`config.mk`:
```
export PLATFORM = sky130hd
export DESIGN_NAME = id_stage
export DESIGN_NICKNAME = d
export VERILOG_FILES = /design/src/rtl/mips_pkg.sv /design/src/rtl/reg_file.sv /design/src/rtl/id_stage.sv
export SDC_FILE = /design/constraint.sdc
export NUM_CORES = 2
export LEC_CHECK = 0
export ABC_CLOCK_PERIOD_IN_PS = 6300
export BUFFER_PORTS_ARGS = -buffer_cell sky130_fd_sc_hd__buf_2
export CAP_MARGIN = 20
export CORE_AREA = 5 5 464 466
export CTS_CLUSTER_DIAMETER = 30
export DETAILED_ROUTE_END_ITERATION = 16
export DIE_AREA = 0 0 469 471
export GPL_TIMING_DRIVEN = 0
export SLEW_MARGIN = 20
export SYNTH_ARGS = -nofsm -noshare
export SYNTH_HDL_FRONTEND = slang
export SYNTH_SLANG_ARGS = --single-unit
```
`constraint.sdc`:
```
create_clock -name clk -period 6.3 [get_ports clk]
set_input_delay 0.315 -clock clk [delete_from_list [all_inputs] [get_ports clk]]
set_output_delay 0.315 -clock clk [all_outputs]
set_load 0.02 [all_outputs]
```
`src/rtl/mips_pkg.sv`:
```
// Shared decode definitions for the MIPS-subset pipeline: opcodes, functs,
// ALU codes, control bundle and the small decode helpers.
package mips_pkg;

  localparam int NUM_REGS = 32;

  localparam logic [5:0] OP_RTYPE = 6'b000000;
  localparam logic [5:0] OP_ADDI  = 6'b001000;
  localparam logic [5:0] OP_LW    = 6'b100011;
  localparam logic [5:0] OP_SW    = 6'b101011;
  localparam logic [5:0] OP_BEQ   = 6'b000100;

  localparam logic [5:0] FN_ADD = 6'b100000;
  localparam logic [5:0] FN_SUB = 6'b100010;
  localparam logic [5:0] FN_AND = 6'b100100;
  localparam logic [5:0] FN_OR  = 6'b100101;
  localparam logic [5:0] FN_SLT = 6'b101010;

  typedef enum logic [2:0] {
    ALU_ADD = 3'd0,
    ALU_SUB = 3'd1,
    ALU_AND = 3'd2,
    ALU_OR  = 3'd3,
    ALU_SLT = 3'd4
  } alu_op_e;

  typedef struct packed {
    alu_op_e alu_op;
    logic    alu_src;
    logic    reg_write;
    logic    mem_read;
    logic    mem_write;
    logic    mem_to_reg;
    logic    illegal;
  } ctrl_t;

  // ID/EX pipeline bundle; an all-zero value is a bubble.
  typedef struct packed {
    logic [31:0] pc;
    logic [31:0] rs_data;
    logic [31:0] rt_data;
    logic [31:0] imm;
    logic [4:0]  rs;
    logic [4:0]  rt;
    logic [4:0]  dest;
    ctrl_t       ctrl;
  } idex_t;

  localparam ctrl_t CTRL_NONE = '{ALU_ADD, 1'b0, 1'b0, 1'b0, 1'b0, 1'b0, 1'b0};

  // Control fields for one instruction word; the all-zero word is a NOP.
  function automatic ctrl_t decode_ctrl(input logic [31:0] instr);
    ctrl_t c;
    c = CTRL_NONE;
    if (instr == 32'h0000_0000) begin
      c = CTRL_NONE;
    end else begin
      case (instr[31:26])
        OP_RTYPE: begin
          c.reg_write = 1'b1;
          case (instr[5:0])
            FN_ADD:  c.alu_op = ALU_ADD;
            FN_SUB:  c.alu_op = ALU_SUB;
            FN_AND:  c.alu_op = ALU_AND;
            FN_OR:   c.alu_op = ALU_OR;
            FN_SLT:  c.alu_op = ALU_SLT;
            default: begin
              c.reg_write = 1'b0;
              c.illegal   = 1'b1;
            end
          endcase
        end
        OP_ADDI: begin
          c.alu_src   = 1'b1;
          c.reg_write = 1'b1;
        end
        OP_LW: begin
          c.alu_src    = 1'b1;
          c.mem_read   = 1'b1;
          c.mem_to_reg = 1'b1;
          c.reg_write  = 1'b1;
        end
        OP_SW: begin
          c.alu_src   = 1'b1;
          c.mem_write = 1'b1;
        end
        OP_BEQ: begin
          c.alu_op = ALU_SUB;
        end
        default: c.illegal = 1'b1;
      endcase
    end
    return c;
  endfunction

  // Destination register: rd for R-type, rt for ADDI/LW, otherwise none.
  function automatic logic [4:0] dest_sel(input logic [31:0] instr, input logic illegal);
    logic [4:0] d;
    d = 5'd0;
    if (illegal) begin
      d = 5'd0;
    end else begin
      case (instr[31:26])
        OP_RTYPE:      d = instr[15:11];
        OP_ADDI, OP_LW: d = instr[20:16];
        default:       d = 5'd0;
      endcase
    end
    return d;
  endfunction

  // True where rt is read as a source operand (and so can cause a hazard).
  function automatic logic uses_rt(input logic [5:0] opcode);
    logic u;
    case (opcode)
      OP_RTYPE, OP_SW, OP_BEQ: u = 1'b1;
      default:                 u = 1'b0;
    endcase
    return u;
  endfunction

endpackage

```
`src/rtl/reg_file.sv`:
```
// 32x32 register file: two combinational read ports with write-first bypass,
// one write port, $0 hardwired to zero, synchronous clear on reset.
module reg_file
  import mips_pkg::*;
#(
  parameter int N = NUM_REGS
) (
  input  logic        clk,
  input  logic        reset,
  input  logic [4:0]  ra_addr,
  input  logic [4:0]  rb_addr,
  output logic [31:0] ra_data,
  output logic [31:0] rb_data,
  input  logic        we,
  input  logic [4:0]  waddr,
  input  logic [31:0] wdata
);

  logic [31:0] regs_q [N];
  logic [31:0] regs_d [N];

  // Next register contents: apply the write-back, keep $0 at zero.
  always_comb begin
    regs_d = regs_q;
    if (we && (waddr != 5'd0)) begin
      regs_d[waddr] = wdata;
    end else begin
      regs_d[waddr] = regs_q[waddr];
    end
    regs_d[0] = 32'h0000_0000;
  end

  // Register array state.
  always_ff @(posedge clk) begin
    if (reset) begin
      for (int i = 0; i < N; i++) begin
        regs_q[i] <= 32'h0000_0000;
      end
    end else begin
      regs_q <= regs_d;
    end
  end

  // Read ports; a same-cycle write to the addressed register is forwarded.
  always_comb begin
    ra_data = regs_q[ra_addr];
    rb_data = regs_q[rb_addr];
    if (ra_addr == 5'd0) begin
      ra_data = 32'h0000_0000;
    end else if (we && (waddr == ra_addr)) begin
      ra_data = wdata;
    end else begin
      ra_data = regs_q[ra_addr];
    end
    if (rb_addr == 5'd0) begin
      rb_data = 32'h0000_0000;
    end else if (we && (waddr == rb_addr)) begin
      rb_data = wdata;
    end else begin
      rb_data = regs_q[rb_addr];
    end
  end

endmodule

```
`src/rtl/id_stage.sv`:
```
// Decode stage: IF/ID register, decode, register read with bypass,
// load-use stall generation and the registered ID/EX bundle.
module id_stage
  import mips_pkg::*;
#(
  parameter int          NUM_REGS = 32,
  parameter logic [31:0] RESET_PC = 32'h0000_0000
) (
  input  logic        clk,
  input  logic        reset,
  input  logic [31:0] pc_in,
  input  logic [31:0] instruction_in,
  input  logic        flush,
  input  logic        wb_en,
  input  logic [4:0]  wb_addr,
  input  logic [31:0] wb_data,
  output logic        stall,
  output logic [31:0] ex_pc,
  output logic [31:0] ex_rs_data,
  output logic [31:0] ex_rt_data,
  output logic [31:0] ex_imm,
  output logic [4:0]  ex_rs,
  output logic [4:0]  ex_rt,
  output logic [4:0]  ex_dest,
  output logic [2:0]  ex_alu_op,
  output logic        ex_alu_src,
  output logic        ex_reg_write,
  output logic        ex_mem_read,
  output logic        ex_mem_write,
  output logic        ex_mem_to_reg,
  output logic        ex_illegal
);

  logic [31:0] if_pc_q, if_pc_d;
  logic [31:0] if_instr_q, if_instr_d;
  idex_t       idex_q, idex_d;

  logic [4:0]  rs_addr_s, rt_addr_s;
  logic [31:0] rs_data_s, rt_data_s;
  ctrl_t       ctrl_s;
  idex_t       decoded_s;
  logic        stall_s;

  assign rs_addr_s = if_instr_q[25:21];
  assign rt_addr_s = if_instr_q[20:16];

  reg_file #(.N(NUM_REGS)) u_reg_file (
    .clk     (clk),
    .reset   (reset),
    .ra_addr (rs_addr_s),
    .rb_addr (rt_addr_s),
    .ra_data (rs_data_s),
    .rb_data (rt_data_s),
    .we      (wb_en),
    .waddr   (wb_addr),
    .wdata   (wb_data)
  );

  // Decode the IF/ID instruction and detect a load-use hazard against ID/EX.
  always_comb begin
    ctrl_s            = decode_ctrl(if_instr_q);
    decoded_s.pc      = if_pc_q;
    decoded_s.rs_data = rs_data_s;
    decoded_s.rt_data = rt_data_s;
    decoded_s.imm     = {{16{if_instr_q[15]}}, if_instr_q[15:0]};
    decoded_s.rs      = rs_addr_s;
    decoded_s.rt      = rt_addr_s;
    decoded_s.dest    = dest_sel(if_instr_q, ctrl_s.illegal);
    decoded_s.ctrl    = ctrl_s;
    stall_s = ~flush & idex_q.ctrl.mem_read & (idex_q.dest != 5'd0) &
              ((idex_q.dest == rs_addr_s) |
               (uses_rt(if_instr_q[31:26]) & (idex_q.dest == rt_addr_s)));
  end

  // Pipeline register next state: flush beats stall, stall holds IF/ID.
  always_comb begin
    if_pc_d    = if_pc_q;
    if_instr_d = if_instr_q;
    idex_d     = '0;
    if (flush) begin
      if_pc_d    = RESET_PC;
      if_instr_d = 32'h0000_0000;
      idex_d     = '0;
    end else if (stall_s) begin
      if_pc_d    = if_pc_q;
      if_instr_d = if_instr_q;
      idex_d     = '0;
    end else begin
      if_pc_d    = pc_in;
      if_instr_d = instruction_in;
      idex_d     = decoded_s;
    end
  end

  // IF/ID and ID/EX registers.
  always_ff @(posedge clk) begin
    if (reset) begin
      if_pc_q    <= RESET_PC;
      if_instr_q <= 32'h0000_0000;
      idex_q     <= '0;
    end else begin
      if_pc_q    <= if_pc_d;
      if_instr_q <= if_instr_d;
      idex_q     <= idex_d;
    end
  end

  assign stall         = stall_s;
  assign ex_pc         = idex_q.pc;
  assign ex_rs_data    = idex_q.rs_data;
  assign ex_rt_data    = idex_q.rt_data;
  assign ex_imm        = idex_q.imm;
  assign ex_rs         = idex_q.rs;
  assign ex_rt         = idex_q.rt;
  assign ex_dest       = idex_q.dest;
  assign ex_alu_op     = idex_q.ctrl.alu_op;
  assign ex_alu_src    = idex_q.ctrl.alu_src;
  assign ex_reg_write  = idex_q.ctrl.reg_write;
  assign ex_mem_read   = idex_q.ctrl.mem_read;
  assign ex_mem_write  = idex_q.ctrl.mem_write;
  assign ex_mem_to_reg = idex_q.ctrl.mem_to_reg;
  assign ex_illegal    = idex_q.ctrl.illegal;

endmodule

```
==> key figures <==
Critical path
  • Worst path slowest cell: clkbuf_1
  • Family with the most delay on the worst path: buffers and inverters
  • Critical path arrival: ~7.6 ns
  • Worst path bufs/invs: 5
  • Critical path endpoint category: flip-flop
  • Kind of critical path: flip-flop to flip-flop
  • Worst EP required: approximately 7 ns
  • Crit-path max FO: 11
  • R2R Path End: ex_rt_data[29]
  • Largest stage delay on the critical path: around 0.94 ns
  • R2R Setup Slk: -0.41 ns
  • Worst r2r path cells: 9
  • CP cell instances: clkbuf_1, clkbuf_1, buf_2, buf_2, clkbuf_1, a31oi_1, o22ai_1, nand4_1, a21oi_1
  • Most used cell, CP: clkbuf_1
  • Startpoint Class: flip-flop
  • FF-to-FF Start: if_instr_q[20]

Global routing
  • First-pass GRT wire length: ~750 mm
  • Largest net degree at the start of global routing: 18
  • Gr usage total: between 50% and 60%
  • GRT overflow: 0
  • Vias in the first global route: between 60k and 70k
  • Initial antenna violation count: slightly above 80

Synth
  • Complex-gate fraction of the synthesized area: a little under a fifth
  • Number of synthesized flops with an enable pin: 0
  • Ys async rst share: 0%
  • Post-synthesis mux area share: around a quarter
  • Ys flop type: dfxtp_1
  • Post-Synth Adder-Cell Area: 0%
  • Mapped Area: 66900 um2
  • Largest family of logic cells by synthesized area: multiplexers
  • Syn Area/Cell: about 9.4 um2
  • Synth Warn #: 0
  • Post-synthesis cell count: a little over 7k
  • Xor and xnor area share after synthesis: less than 1%
  • Post-synthesis simple-gate area fraction: around 15%
  • Unique masters post-synth: 98
  • Syn_nets: around 7.2k
  • Post-synthesis sequential area ratio: a little over a third
  • Post-synthesis register bit count: between 1k and 1.5k

Clock network
  • Hold-fix buffers, CTS: 97
  • Clk root buf: clkbuf_16
  • Sink Count: between 1k and 1.5k
  • Setup bufs post-CTS: 0
  • Bufs on Longest Clock Path: 4
  • CTS H-Tree Depth: 5
  • Clock latency on the worst-skew pair: around 1 ns
  • CTS Buf Count: 365
  • Worst-path clk slew: 0.05 ns
  • CTS tree: built
  • Cts repair resizes: 0

Layout
  • Nets: about 8k
  • Area delta synth->final: 29.6%
  • Fillers: 20.7k
  • Proportion of layout cells with a drive suffix above 1: roughly a quarter
  • Biggest register: u_reg_file.regs_q
  • Final std cell area, no fill: 86700 um2
  • Largest register FFs: just under 1k

Outcome
  • Outcome: complete, but fails checks
  • Violated checks: setup timing

Placed design
  • Final HPWL DP: around 470 mm
  • DP Worst Slack: about 0.43 ns
  • Number of port buffers: roughly 260
  • GP Congestion: about 1.2
  • Area of placed instances: 73200 um2

Timing
  • Setup Viol. Count Final: 1
  • Tmin final: 6.71 ns
  • Worst slew margin: less than 1%
  • Slew Viols, Final: 0
  • Final WS setup: -0.413 ns
  • Period utilization: 107%
  • Max frequency: 149 MHz
  • Setup Skew: 0.0884 ns
  • Worst-Margin Slew: roughly 1.5 ns
  • Final hold vios: 0
  • RSZ-0062 raised after global routing: false

Drt
  • Pre-antenna DRT Iters: 7
  • Via count: around 77k
  • Vias per cell: 7.00
  • DRT Wirelength: 612 mm
  • Initial DRC Count: about 15k
  • DRT antenna net count: 0
  • Routed wire per std cell: around 55 um
  • # DRC: 0

Floorplan
  • Initial core utilization: approximately a third
  • Die height: 471 um
  • Die area: ~220000 um2
  • Core area: 211000 um2
  • I/O Pins: between 200 and 300
  • Row count: between 150 and 200
  • Die W: approximately 470 um

Power
  • Pleak: ~31 nW
  • Worst vdd ir: about 330 uV
  • Pwr Density: 343 nW/um2

Hold path
  • Worst hold path class: input port to flip-flop
  • Min-delay src: pc_in[2]
  • Hold Path Stages: 4
  • Hold endpoint: if_pc_q[2]

Job
  • Max_cap viols: 0
==> cell usage in the layout (no fill, tap or decap), types with 96 or more instances in the layout <==
| cell type | n |
|---|---|
| nand2_1 | 1315 |
| dfxtp_1 | 1191 |
| mux2i_1 | 670 |
| a21oi_1 | 631 |
| buf_2 | 522 |
| clkbuf_16 | 367 |
| mux4_2 | 358 |
| clkbuf_1 | 291 |
| o31ai_1 | 231 |
| a22oi_1 | 226 |
| nor2_1 | 221 |
| nand3b_1 | 204 |
| a22o_1 | 178 |
| o22ai_1 | 159 |
| mux2_2 | 112 |
| clkbuf_2 | 101 |
| dlygate4sd3_1 | 97 |
| buf_4 | 96 |
==> metrics by stage <==
step | hold WS (ns) | instances | TNS (ns) | utilization (%) | power (mW)
5_1_grt | 0.146 | 11000 | 0 | 41.1 | 29.9
6_report | 0.101 | 11100 | -0.413 | 41.1 | 29.8
3_3_place_gp | 0.434 | 10200 | -160.25 | 34.0 | 10.8
2_1_floorplan | 0.429 | 7099 | 0 | - | 9.08
3_5_place_dp | 0.441 | 10200 | 0 | 34.7 | 10.9
4_1_cts | 0.0799 | 11000 | 0 | 41.0 | 29.3
==> how the worst max path moves through the flow <==
stage | cells after the start | start | slack, ns | endpoint
after floorplan | 12 | wb_addr[0] | 3.94 | u_reg_file.regs_q[112]
after detailed placement | 9 | if_instr_q[20] | 0.43 | ex_rt_data[29]
after CTS | 9 | if_instr_q[20] | 0.42 | ex_rt_data[29]
after global routing | 9 | if_instr_q[20] | 0.44 | ex_rt_data[29]
after global placement | 9 | wb_addr[2] | -1.60 | u_reg_file.regs_q[748]
final | 9 | if_instr_q[20] | -0.41 | ex_rt_data[29]
==> power by group <==
group | total (mW) | leakage (nW) | switching [mW] | internal, mW
registers | 7.80 | 9.62 | 0.131 | 7.67
clock network | 18.6 | 6.04 | 5.84 | 12.8
logic | 3.36 | 15.8 | 2.63 | 0.732
total | 29.8 | 31.5 | 8.60 | 21.2
==> cell type report <==
type                       count  area (um2)  share of cell area, %
multi-input combinational   5117       39200                   45.1
clock inverter               166        2100                   2.42
tap                         2821        3530                   4.07
antenna                       76         190                  0.219
sequential                  1191       23800                   27.5
inverter                      12        45.0                 0.0519
clock buffer                 480       10200                   11.8
timing repair buffer         422        3320                   3.83
buffer                       779        4340                   5.00
==> synthesized netlist by cell type, types with 41 or more instances <==
master    count  share of area [%]
a211oi_1     45               0.50
a21oi_1     633                4.7
a22o_1      178                2.3
a22oi_1     226                2.5
and2_1       64               0.60
buf_2       239                1.8
buf_4        77               0.86
buf_6        66                1.1
clkbuf_1    338                1.9
dfxtp_1    1191                 36
mux2_2      112                1.9
mux2i_1     673                 10
mux4_2      358                 12
nand2_1    1315                7.4
nand3_1      54               0.40
nand3b_1    204                2.3
nand4_1      41               0.38
nor2_1      236                1.3
o21ai_0      54               0.40
o22ai_1     159                1.5
o31ai_1     231                2.6
==> tightest hold or removal path, stage by stage <==
cell	delay (ns)
dlygate4sd3_1	0.51
buf_2	0.10
mux2i_1	0.06
nor2_1	0.07
==> cells by family after synthesis <==
| group | Yosys count |
|---|---|
| AO/OA/AOI/OAI | 1776 |
| multiplexers | 1153 |
| XOR/XNOR | 20 |
| flip-flops | 1191 |
| AND/OR/NAND/NOR | 2168 |
| buffers and inverters | 791 |
==> routing by layer <==
| layer | up-vias | global-route usage, % | part of all wire, % |
|---|---|---|---|
| li1 | 28200 | - | - |
| met1 | 38900 | 61.5 | 36 |
| met2 | 8090 | 68.6 | 37 |
| met3 | 2243 | 33.4 | 17 |
| met4 | 70 | 39.5 | 9.4 |
| met5 | - | 4.13 | 0.36 |
Note: power is estimated with default switching activity, not from simulation.
